<file path="src/rtl/md5_block_ctrl.sv">
// Iterative MD5 compression engine: one 512-bit block per handshake, one round
// per clock, chaining value carried across blocks and returned as a digest.
module md5_block_ctrl #(
    parameter int ROUNDS = 64
) (
    input  logic         clock,
    input  logic         reset_n,
    input  logic         blk_valid,
    output logic         blk_ready,
    input  logic [511:0] blk_data,
    input  logic         blk_first,
    output logic         dig_valid,
    input  logic         dig_ready,
    output logic [127:0] dig_data,
    output logic         busy,
    output logic [5:0]   round_idx
);

    typedef enum logic [1:0] {IDLE, ROUND, DONE} state_e;

    localparam logic [31:0] IV_A = 32'h67452301;
    localparam logic [31:0] IV_B = 32'hefcdab89;
    localparam logic [31:0] IV_C = 32'h98badcfe;
    localparam logic [31:0] IV_D = 32'h10325476;
    localparam logic [5:0]  LAST = 6'(ROUNDS - 1);

    function automatic logic [31:0] bswap(input logic [31:0] x);
        return {x[7:0], x[15:8], x[23:16], x[31:24]};
    endfunction

    function automatic logic [4:0] shamt(input logic [1:0] grp, input logic [1:0] idx);
        logic [4:0] s;
        s = 5'd0;
        case (grp)
            2'd0: case (idx) 2'd0: s = 5'd7; 2'd1: s = 5'd12; 2'd2: s = 5'd17; 2'd3: s = 5'd22; endcase
            2'd1: case (idx) 2'd0: s = 5'd5; 2'd1: s = 5'd9;  2'd2: s = 5'd14; 2'd3: s = 5'd20; endcase
            2'd2: case (idx) 2'd0: s = 5'd4; 2'd1: s = 5'd11; 2'd2: s = 5'd16; 2'd3: s = 5'd23; endcase
            2'd3: case (idx) 2'd0: s = 5'd6; 2'd1: s = 5'd10; 2'd2: s = 5'd15; 2'd3: s = 5'd21; endcase
        endcase
        return s;
    endfunction

    function automatic logic [31:0] k_rom(input logic [5:0] i);
        logic [31:0] k;
        k = 32'h0;
        case (i)
            6'd0:  k = 32'hd76aa478; 6'd1:  k = 32'he8c7b756; 6'd2:  k = 32'h242070db; 6'd3:  k = 32'hc1bdceee;
            6'd4:  k = 32'hf57c0faf; 6'd5:  k = 32'h4787c62a; 6'd6:  k = 32'ha8304613; 6'd7:  k = 32'hfd469501;
            6'd8:  k = 32'h698098d8; 6'd9:  k = 32'h8b44f7af; 6'd10: k = 32'hffff5bb1; 6'd11: k = 32'h895cd7be;
            6'd12: k = 32'h6b901122; 6'd13: k = 32'hfd987193; 6'd14: k = 32'ha679438e; 6'd15: k = 32'h49b40821;
            6'd16: k = 32'hf61e2562; 6'd17: k = 32'hc040b340; 6'd18: k = 32'h265e5a51; 6'd19: k = 32'he9b6c7aa;
            6'd20: k = 32'hd62f105d; 6'd21: k = 32'h02441453; 6'd22: k = 32'hd8a1e681; 6'd23: k = 32'he7d3fbc8;
            6'd24: k = 32'h21e1cde6; 6'd25: k = 32'hc33707d6; 6'd26: k = 32'hf4d50d87; 6'd27: k = 32'h455a14ed;
            6'd28: k = 32'ha9e3e905; 6'd29: k = 32'hfcefa3f8; 6'd30: k = 32'h676f02d9; 6'd31: k = 32'h8d2a4c8a;
            6'd32: k = 32'hfffa3942; 6'd33: k = 32'h8771f681; 6'd34: k = 32'h6d9d6122; 6'd35: k = 32'hfde5380c;
            6'd36: k = 32'ha4beea44; 6'd37: k = 32'h4bdecfa9; 6'd38: k = 32'hf6bb4b60; 6'd39: k = 32'hbebfbc70;
            6'd40: k = 32'h289b7ec6; 6'd41: k = 32'heaa127fa; 6'd42: k = 32'hd4ef3085; 6'd43: k = 32'h04881d05;
            6'd44: k = 32'hd9d4d039; 6'd45: k = 32'he6db99e5; 6'd46: k = 32'h1fa27cf8; 6'd47: k = 32'hc4ac5665;
            6'd48: k = 32'hf4292244; 6'd49: k = 32'h432aff97; 6'd50: k = 32'hab9423a7; 6'd51: k = 32'hfc93a039;
            6'd52: k = 32'h655b59c3; 6'd53: k = 32'h8f0ccc92; 6'd54: k = 32'hffeff47d; 6'd55: k = 32'h85845dd1;
            6'd56: k = 32'h6fa87e4f; 6'd57: k = 32'hfe2ce6e0; 6'd58: k = 32'ha3014314; 6'd59: k = 32'h4e0811a1;
            6'd60: k = 32'hf7537e82; 6'd61: k = 32'hbd3af235; 6'd62: k = 32'h2ad7d2bb; 6'd63: k = 32'heb86d391;
        endcase
        return k;
    endfunction

    state_e            state_q, state_d;
    logic [5:0]        rnd_q, rnd_d;
    logic [31:0]       a_q, a_d, b_q, b_d, c_q, c_d, d_q, d_d;
    logic [31:0]       ch_a_q, ch_a_d, ch_b_q, ch_b_d, ch_c_q, ch_c_d, ch_d_q, ch_d_d;
    logic [15:0][31:0] m_q, m_d;
    logic              dig_valid_q, dig_valid_d;

    // Round datapath
    logic [31:0] f, sum, rot, b_new;
    logic [3:0]  g;
    logic [4:0]  sh;

    always_comb begin
        f = 32'h0;
        g = 4'd0;
        case (rnd_q[5:4])
            2'd0: begin
                f = (b_q & c_q) | (~b_q & d_q);
                g = rnd_q[3:0];
            end
            2'd1: begin
                f = (d_q & b_q) | (~d_q & c_q);
                g = 4'(rnd_q[3:0] * 4'd5 + 4'd1);
            end
            2'd2: begin
                f = b_q ^ c_q ^ d_q;
                g = 4'(rnd_q[3:0] * 4'd3 + 4'd5);
            end
            default: begin
                f = c_q ^ (b_q | ~d_q);
                g = 4'(rnd_q[3:0] * 4'd7);
            end
        endcase
        sh    = shamt(rnd_q[5:4], rnd_q[1:0]);
        sum   = a_q + f + k_rom(rnd_q) + m_q[g];
        rot   = (sum << sh) | (sum >> (6'd32 - {1'b0, sh}));
        b_new = b_q + rot;
    end

    always_comb begin
        state_d     = state_q;
        rnd_d       = rnd_q;
        a_d         = a_q;
        b_d         = b_q;
        c_d         = c_q;
        d_d         = d_q;
        ch_a_d      = ch_a_q;
        ch_b_d      = ch_b_q;
        ch_c_d      = ch_c_q;
        ch_d_d      = ch_d_q;
        m_d         = m_q;
        dig_valid_d = dig_valid_q;
        case (state_q)
            IDLE: begin
                if (blk_valid) begin
                    // Byte 0 sits at the top of the block; MD5 words are little-endian.
                    for (int j = 0; j < 16; j++) begin
                        m_d[j] = bswap(blk_data[511-32*j -: 32]);
                    end
                    if (blk_first) begin
                        {ch_a_d, ch_b_d, ch_c_d, ch_d_d} = {IV_A, IV_B, IV_C, IV_D};
                        {a_d, b_d, c_d, d_d}             = {IV_A, IV_B, IV_C, IV_D};
                    end else begin
                        {a_d, b_d, c_d, d_d} = {ch_a_q, ch_b_q, ch_c_q, ch_d_q};
                    end
                    rnd_d   = 6'd0;
                    state_d = ROUND;
                end
            end
            ROUND: begin
                a_d   = d_q;
                d_d   = c_q;
                c_d   = b_q;
                b_d   = b_new;
                rnd_d = rnd_q + 6'd1;
                if (rnd_q == LAST) begin
                    ch_a_d      = ch_a_q + d_q;
                    ch_b_d      = ch_b_q + b_new;
                    ch_c_d      = ch_c_q + b_q;
                    ch_d_d      = ch_d_q + c_q;
                    rnd_d       = 6'd0;
                    dig_valid_d = 1'b1;
                    state_d     = DONE;
                end
            end
            DONE: begin
                if (dig_ready) begin
                    dig_valid_d = 1'b0;
                    state_d     = IDLE;
                end
            end
            default: state_d = IDLE;
        endcase
    end

    always_ff @(posedge clock or negedge reset_n) begin
        if (!reset_n) begin
            state_q     <= IDLE;
            rnd_q       <= 6'd0;
            a_q         <= 32'h0;
            b_q         <= 32'h0;
            c_q         <= 32'h0;
            d_q         <= 32'h0;
            ch_a_q      <= IV_A;
            ch_b_q      <= IV_B;
            ch_c_q      <= IV_C;
            ch_d_q      <= IV_D;
            m_q         <= '0;
            dig_valid_q <= 1'b0;
        end else begin
            state_q     <= state_d;
            rnd_q       <= rnd_d;
            a_q         <= a_d;
            b_q         <= b_d;
            c_q         <= c_d;
            d_q         <= d_d;
            ch_a_q      <= ch_a_d;
            ch_b_q      <= ch_b_d;
            ch_c_q      <= ch_c_d;
            ch_d_q      <= ch_d_d;
            m_q         <= m_d;
            dig_valid_q <= dig_valid_d;
        end
    end

    assign blk_ready = (state_q == IDLE);
    assign busy      = (state_q == ROUND);
    assign round_idx = busy ? rnd_q : 6'd0;
    assign dig_valid = dig_valid_q;
    // Digest is only driven while it is on offer; zero otherwise.
    assign dig_data  = (state_q == DONE) ?
                       {bswap(ch_a_q), bswap(ch_b_q), bswap(ch_c_q), bswap(ch_d_q)} : 128'h0;

endmodule

</file>
<file path="config.mk">
export PLATFORM = sky130hd
export DESIGN_NAME = md5_block_ctrl
export DESIGN_NICKNAME = d
export VERILOG_FILES = /design/src/rtl/md5_block_ctrl.sv
export SDC_FILE = /design/constraint.sdc
export NUM_CORES = 2
export LEC_CHECK = 0
export ABC_AREA = 1
export BUFFER_PORTS_ARGS = -buffer_cell sky130_fd_sc_hd__buf_2
export CORE_MARGIN = 2
export CORE_UTILIZATION = 58
export DETAILED_ROUTE_END_ITERATION = 10
export PLACE_DENSITY = 0.84
export SYNTH_ARGS = -nofsm -noshare
export SYNTH_HDL_FRONTEND = slang
export SYNTH_SLANG_ARGS = --single-unit
</file>
<file path="constraint.sdc">
create_clock -name clock -period 12.53 [get_ports clock]
set_clock_uncertainty 0.05 [all_clocks]
set_input_delay 2.506 -clock clock [delete_from_list [all_inputs] [get_ports clock]]
set_output_delay 2.506 -clock clock [all_outputs]
set_load 0.005 [all_outputs]
</file>
Yosys cells after proc, flatten, opt, wreduce, memory -nomap -nowiden:

Memories as Yosys holds them, arrays and structs flattened.
Index checks and enable logic that the tools add are counted.

* $add $sub $neg: 12
* multiply operators: 3
* $lt $le $gt $ge: 1
* equality and inequality tests: 12
* shift operators: 2
* multiplexer cells: 41
* bitwise operators: 13
* reductions and logical operators: 10

Operators by type and width (count)
* case mux 32 bit (2 select lines): 8
* 2-to-1 mux 32 bit: 13
* adder 32 bit: 8
* bitwise AND 32 bit: 4
* binary-select mux 32 bit (select 4 bit): 1
* 2-to-1 mux 128 bit: 1
* OR 32 bit: 4
* case mux 5 bit (4 select lines): 5
* case mux 32 bit (3 select lines): 1
* bitwise XOR 32 bit: 3
* NOT 32 bit: 2
* << shifter 32 x 5 -> 32 bit: 1
* >> shifter 32 x 6 -> 32 bit: 1
* 2-to-1 mux 6 bit: 3
* case mux 4 bit (3 select lines): 1
* case mux 6 bit (2 select lines): 1
* equality test 2 bit (second input constant): 5
* AND reduction 3 bit: 3
* multiplier 4 x 3 -> 4 bit (second input constant): 2
* adder 6 x 1 -> 6 bit (second input constant): 1
* equality test 2 x 1 -> 1 bit (second input constant): 3
* equality test 6 bit (second input constant): 1
* zero test 2 bit: 3
* 2-to-1 mux 2 bit: 3
* other kinds (12): 16

* bits in registers: 777
* ROM bits: 2048
* input port bits: 517
* word-level logic and storage cells: 122
* memories: 1

Memory list
* (no name shown): depth 64, width 32, rd ports 1, clocked after memory_dff 0, wr ports 0, line 46 `case (i)`

Longest topological paths before layout:

* word-level depth: 13
* depth in mapped cells: 76

Least setup slack after synthesis:

Ideal clock, no wire load.

* path type: reg-to-reg
* from: reg rnd_q[2]
* to: reg ch_b_q[29]
* setup time: 94 ps
* arrival time: 10262 ps
* data required time: 12386 ps
* slack: 2124 ps
* stages on the path, launching flop included: 63
* buffers on the path: 4
* period minus slack after synthesis: 10406 ps
* cell sequence: dfrtp_1 > buf_2 > inv_1 > buf_4 > fa_1 > inv_1 > ha_1 > or2_0 > nand2_1 > buf_2 > clkbuf_1 > nand3_1 > a32oi_1 > fa_1 > fa_1 > ha_1 > inv_1 > fa_1 > (+27 left out) > nand2_1 > nand2_1 > a21boi_1 > o21ai_1 > a21boi_2 > o21ai_1 > a21boi_0 > or2_0 > and2_1 > ha_1 > nand2_1 > nor4_1 > nand2_1 > o21ai_0 > a31o_2 > a21oi_1 > o21ai_0 > a31oi_1

* longest elaborated chain between the ends: 12
* elaborated cells on any way between the ends: 21

Ends and longest elaborated chain
* from (decl): line 68 `logic [5:0] rnd_q, rnd_d;`
* from (signal assigned): line 178 `rnd_q <= rnd_d;`
* multiplier 4 x 2 -> 4 bit / multiplier 4 x 3 -> 4 bit (equally long branches): line 93, 89
* adder 4 x 3 -> 4 bit / adder 4 x 1 -> 4 bit (equally long branches): line 93, 89
* case mux 4 bit (3 select lines): line 82 `case (rnd_q[5:4])`
* binary-select mux 32 bit (select 4 bit): line 101 `sum = a_q + f + k_rom(rnd_q) + m_q[g];`
* 2-to-1 mux 32 bit (not written as such): line 101
* adder 32 bit: line 101
* >> shifter 32 x 6 -> 32 bit / << shifter 32 x 5 -> 32 bit (equally long branches): line 102 `rot = (sum << sh) | (sum >> (6'd32 - {1'b0, sh}));`
* OR 32 bit: line 102
* adder 32 bit: line 103 `b_new = b_q + rot;`
* adder 32 bit: line 144 `ch_b_d = ch_b_q + b_new;`
* 2-to-1 mux 32 bit: line 142 `if (rnd_q == LAST) begin`
* case mux 32 bit (2 select lines): line 119 `case (state_q)`
* to (signal assigned): line 184 `ch_b_q <= ch_b_d;`
* to (decl): line 70 `logic [31:0] ch_a_q, ch_a_d, ch_b_q, ch_b_d, ch_c_q, ch_c_d, ch_d_q, ch_d_d;`

Parallel ways exist; a longest one is shown, timed or not. The select of a mux whose other input is x is not followed.
A chain may end at the register's enable or synchronous reset.

Worst setup path after layout:

* from: reg rnd_q[1]
* to: reg ch_b_q[27]

Same word-level chain as after synthesis.

==> summary.txt <==
STA
  • Slew HR: 0.1341
  • Slew @ Worst Pin: 1.279 ns
  • RSZ-0062 raised after global routing: no
  • Max Clk Rate: 84.58 MHz
  • Final Hold Fails: 0
  • Final WS setup: 0.7064 ns
  • Slew Limit Fails: 0
  • Final period util: 0.9436
  • Setup TNS: 0 ns
  • Endpoints failing setup: 0
  • Final Critical Period: 11.82 ns

Synth
  • Synth warn: 0
  • Synth Flop Type: dfrtp_1
  • Synth async-reset ratio: 1.000
  • Post-Synth Simple-Gate Area: 0.3282
  • Post-synth EDFFs: 0
  • Post-Synth XOR/XNOR Area: 0.01215
  • Distinct cells, synth: 72
  • Synth Area in Compound Gates: 0.1522
  • Register area share after synthesis: 0.3523
  • Net Count, Synth: 8926
  • Largest family of logic cells by synthesized area: simple AND/OR/NAND/NOR gates
  • Post-synthesis adder-cell area fraction: 0.07727
  • Register bit count reported by yosys: 777
  • Synthesized area: 55410 um^2
  • Mux contribution to synthesized area: 0.0009032
  • Cells after synthesis: 8110
  • Synthesized area per cell: 6.833 um^2

Critical path
  • Worst path max stage delay: 0.53 ns
  • WP data required: 13.11 ns
  • Critical path type: reg -> reg
  • Crit Reg-Reg Startpoint: rnd_q[1]
  • R2r setup slk: 0.71 ns
  • Most used cell, CP: nand2_1
  • Crit-path max FO: 27
  • Slowest-stage cell, CP: nand3_1
  • Critical R2R Capture: ch_b_q[27]
  • Worst Setup End Kind: flop
  • WP data arrival: 12.40 ns
  • Worst Setup Start Kind: flop
  • R2r worst-path depth: 59

GRT
  • GRT Total Usage: 0.5192
  • Gr ovfl total: 0
  • Initial antenna violation count: 12
  • GR Layer Usage met1: 0.6199
  • GR met2 Demand/Resource: 0.7675
  • Largest net degree at the start of global routing: 221
  • Most Crowded Layer GR: met2
  • First-pass GRT wire length: 382.1 mm
  • Met3 Track Usage GR: 0.1511
  • Vias in the first global route: 61370

Clocking
  • CTS Buf Count: 87
  • Clk slew on worst S/H paths: 0.06 ns
  • Hold buffer count at cts: 0
  • Post-CTS Setup Inserts: 0
  • H-tree depth: 3
  • Gates resized, CTS repair: 0
  • Clk Latency, worst-skew pair: 0.72 ns
  • Clock Sinks: 777
  • CTS root buf: clkbuf_16
  • CTS tree: done
  • Clk buf depth: 3

Detailed routing
  • Wirelength per Cell: 25.85 um
  • Initial DRC Count: 10240
  • Routed WL: 261.2 mm
  • Via density: 6.441
  • Vias: 65100
  • First-pass iteration count of the detailed router: 10
  • ANT nets after route: 0
  • DRC Markers: 0

Hold path
  • Hold Crit Class: reg -> reg
  • Cell count of the worst hold path: 2
  • Worst Min Path Start: m_q[372]
  • Endpoint, Worst Hold: m_q[372]

Floorplan
  • I/O pins: 654
  • Core Area: 94870 um^2
  • Site row count: 113
  • Die footprint: 98030 um^2
  • Die Ht: 313.1 um
  • Die width: 313.1 um
  • Initial Util: 0.5841

Place
  • PortBufs: 653
  • Dpl cell area: 61500 um^2
  • Worst slack, placed: 1.237 ns
  • DPL Wire Length: 194.6 mm
  • RePlAce Congestion: 1.119

Cells and area
  • Layout area overhead: 16.61%
  • Most frequent cells in the layout: 2757 x nand2_1, 897 x nand3_1, 712 x dfrtp_1
  • Nets: 9573
  • Fin area: 64620 um^2
  • Layout cell share with drive strength beyond 1: 0.1473
  • Commonest non-fill, non-tap cell in the layout: nand2_1

Outcome
  • Status: complete, no violations

Flow run
  • Max_cap viols: 0
-- layout make-up --
type / count / area (um^2)
timing repair buffer: 1005 / 6171
fill: 7977 / 30250
inverter: 670 / 2526
antenna: 11 / 27.53
tap: 1265 / 1583
sequential: 777 / 19530
clock buffer: 123 / 2492
clock inverter: 40 / 594.3
multi-input combinational: 6216 / 31700
-- through the flow --
stage | utilization | instances | hold WS (ns)
2_1_floorplan | - | 8110 | 0.3901
3_3_place_gp | 0.6482 | 9932 | 0.4122
3_5_place_dp | 0.6482 | 9932 | 0.4154
4_1_cts | 0.6808 | 10100 | 0.4314
5_1_grt | 0.6810 | 10100 | 0.4482
6_report | 0.6811 | 10110 | 0.4303
-- registers in the layout, indices dropped and copies added, names as in the netlist, 32 cells and up --
register and flops:
ch_d_q 32, ch_a_q 32, ch_b_q 32, ch_c_q 32, a_q 32, b_q 32, m_q 512, c_q 32
d_q 32
-- critical path, delay by kind of cell, from the launching register on --
kind	cells	cell delay, ns
buffers and inverters	9	1.69
AO/OA/AOI/OAI	15	2.91
flip-flops	1	0.38
adder cells (fa/ha/maj)	7	2.63
AND/OR/NAND/NOR	27	3.88
XOR/XNOR	1	0.15
-- worst max-delay path by stage --
stage                   from          to  cells after the start
floorplan           rnd_q[2]  ch_b_q[29]                     62
global placement    rnd_q[0]  ch_b_q[27]                     64
detailed placement  rnd_q[0]  ch_b_q[27]                     64
CTS                 rnd_q[0]  ch_b_q[27]                     64
global route        rnd_q[1]  ch_b_q[27]                     66
finish              rnd_q[1]  ch_b_q[27]                     59
-- metal layers --
| layer | vias to the layer above | part of all wire |
|---|---|---|
| met3 | 1311 | 0.13 |
| met4 | 6 | 0.11 |
| met2 | 5364 | 0.42 |
| met5 | - | 0.00017 |
| met1 | 30280 | 0.34 |
| li1 | 28140 | - |
-- Yosys cell counts, types with 10 or more instances --
| cell | count | area (um^2) |
|---|---|---|
| xnor2_1 | 30 | 262.8 |
| a31oi_1 | 77 | 481.7 |
| ha_1 | 227 | 2840 |
| o21bai_1 | 14 | 105.1 |
| a21boi_0 | 12 | 90.09 |
| or2_2 | 17 | 106.4 |
| nor3_1 | 65 | 325.3 |
| nor2_1 | 586 | 2200 |
| a221oi_1 | 20 | 175.2 |
| o21ai_0 | 368 | 1842 |
| dfstp_2 | 64 | 1682 |
| clkbuf_1 | 357 | 1340 |
| a32oi_1 | 38 | 332.8 |
| inv_1 | 644 | 2417 |
| a21o_1 | 11 | 82.58 |
| nand2_1 | 2760 | 10360 |
| nand4_1 | 32 | 200.2 |
| dfrtp_1 | 713 | 17840 |
| xor2_1 | 40 | 350.3 |
| a22oi_1 | 84 | 630.6 |
| o21a_1 | 11 | 82.58 |
| fa_1 | 72 | 1441 |
| buf_1 | 59 | 221.5 |
| o22ai_1 | 63 | 394.1 |
| inv_2 | 20 | 75.07 |
| nor4_1 | 22 | 137.6 |
| a21oi_1 | 485 | 2427 |
| a211oi_1 | 17 | 127.6 |
| buf_2 | 22 | 110.1 |
| o221ai_1 | 43 | 376.6 |
| nand3_1 | 897 | 4489 |
| o211ai_1 | 47 | 352.8 |
| o21ai_1 | 47 | 235.2 |
| o31ai_1 | 27 | 202.7 |
| o311ai_0 | 10 | 87.58 |
-- cell families after synthesis --
family          after synthesis
buf+inv                    1117
xor+xnor                     73
flops                       777
simple gates               4422
compound gates             1417
fa+ha+maj                   299
mux                           5
Power is left out: the tool's default activity adds up to more than one toggle a clock period on the data nets, which glitch-free logic cannot reach.
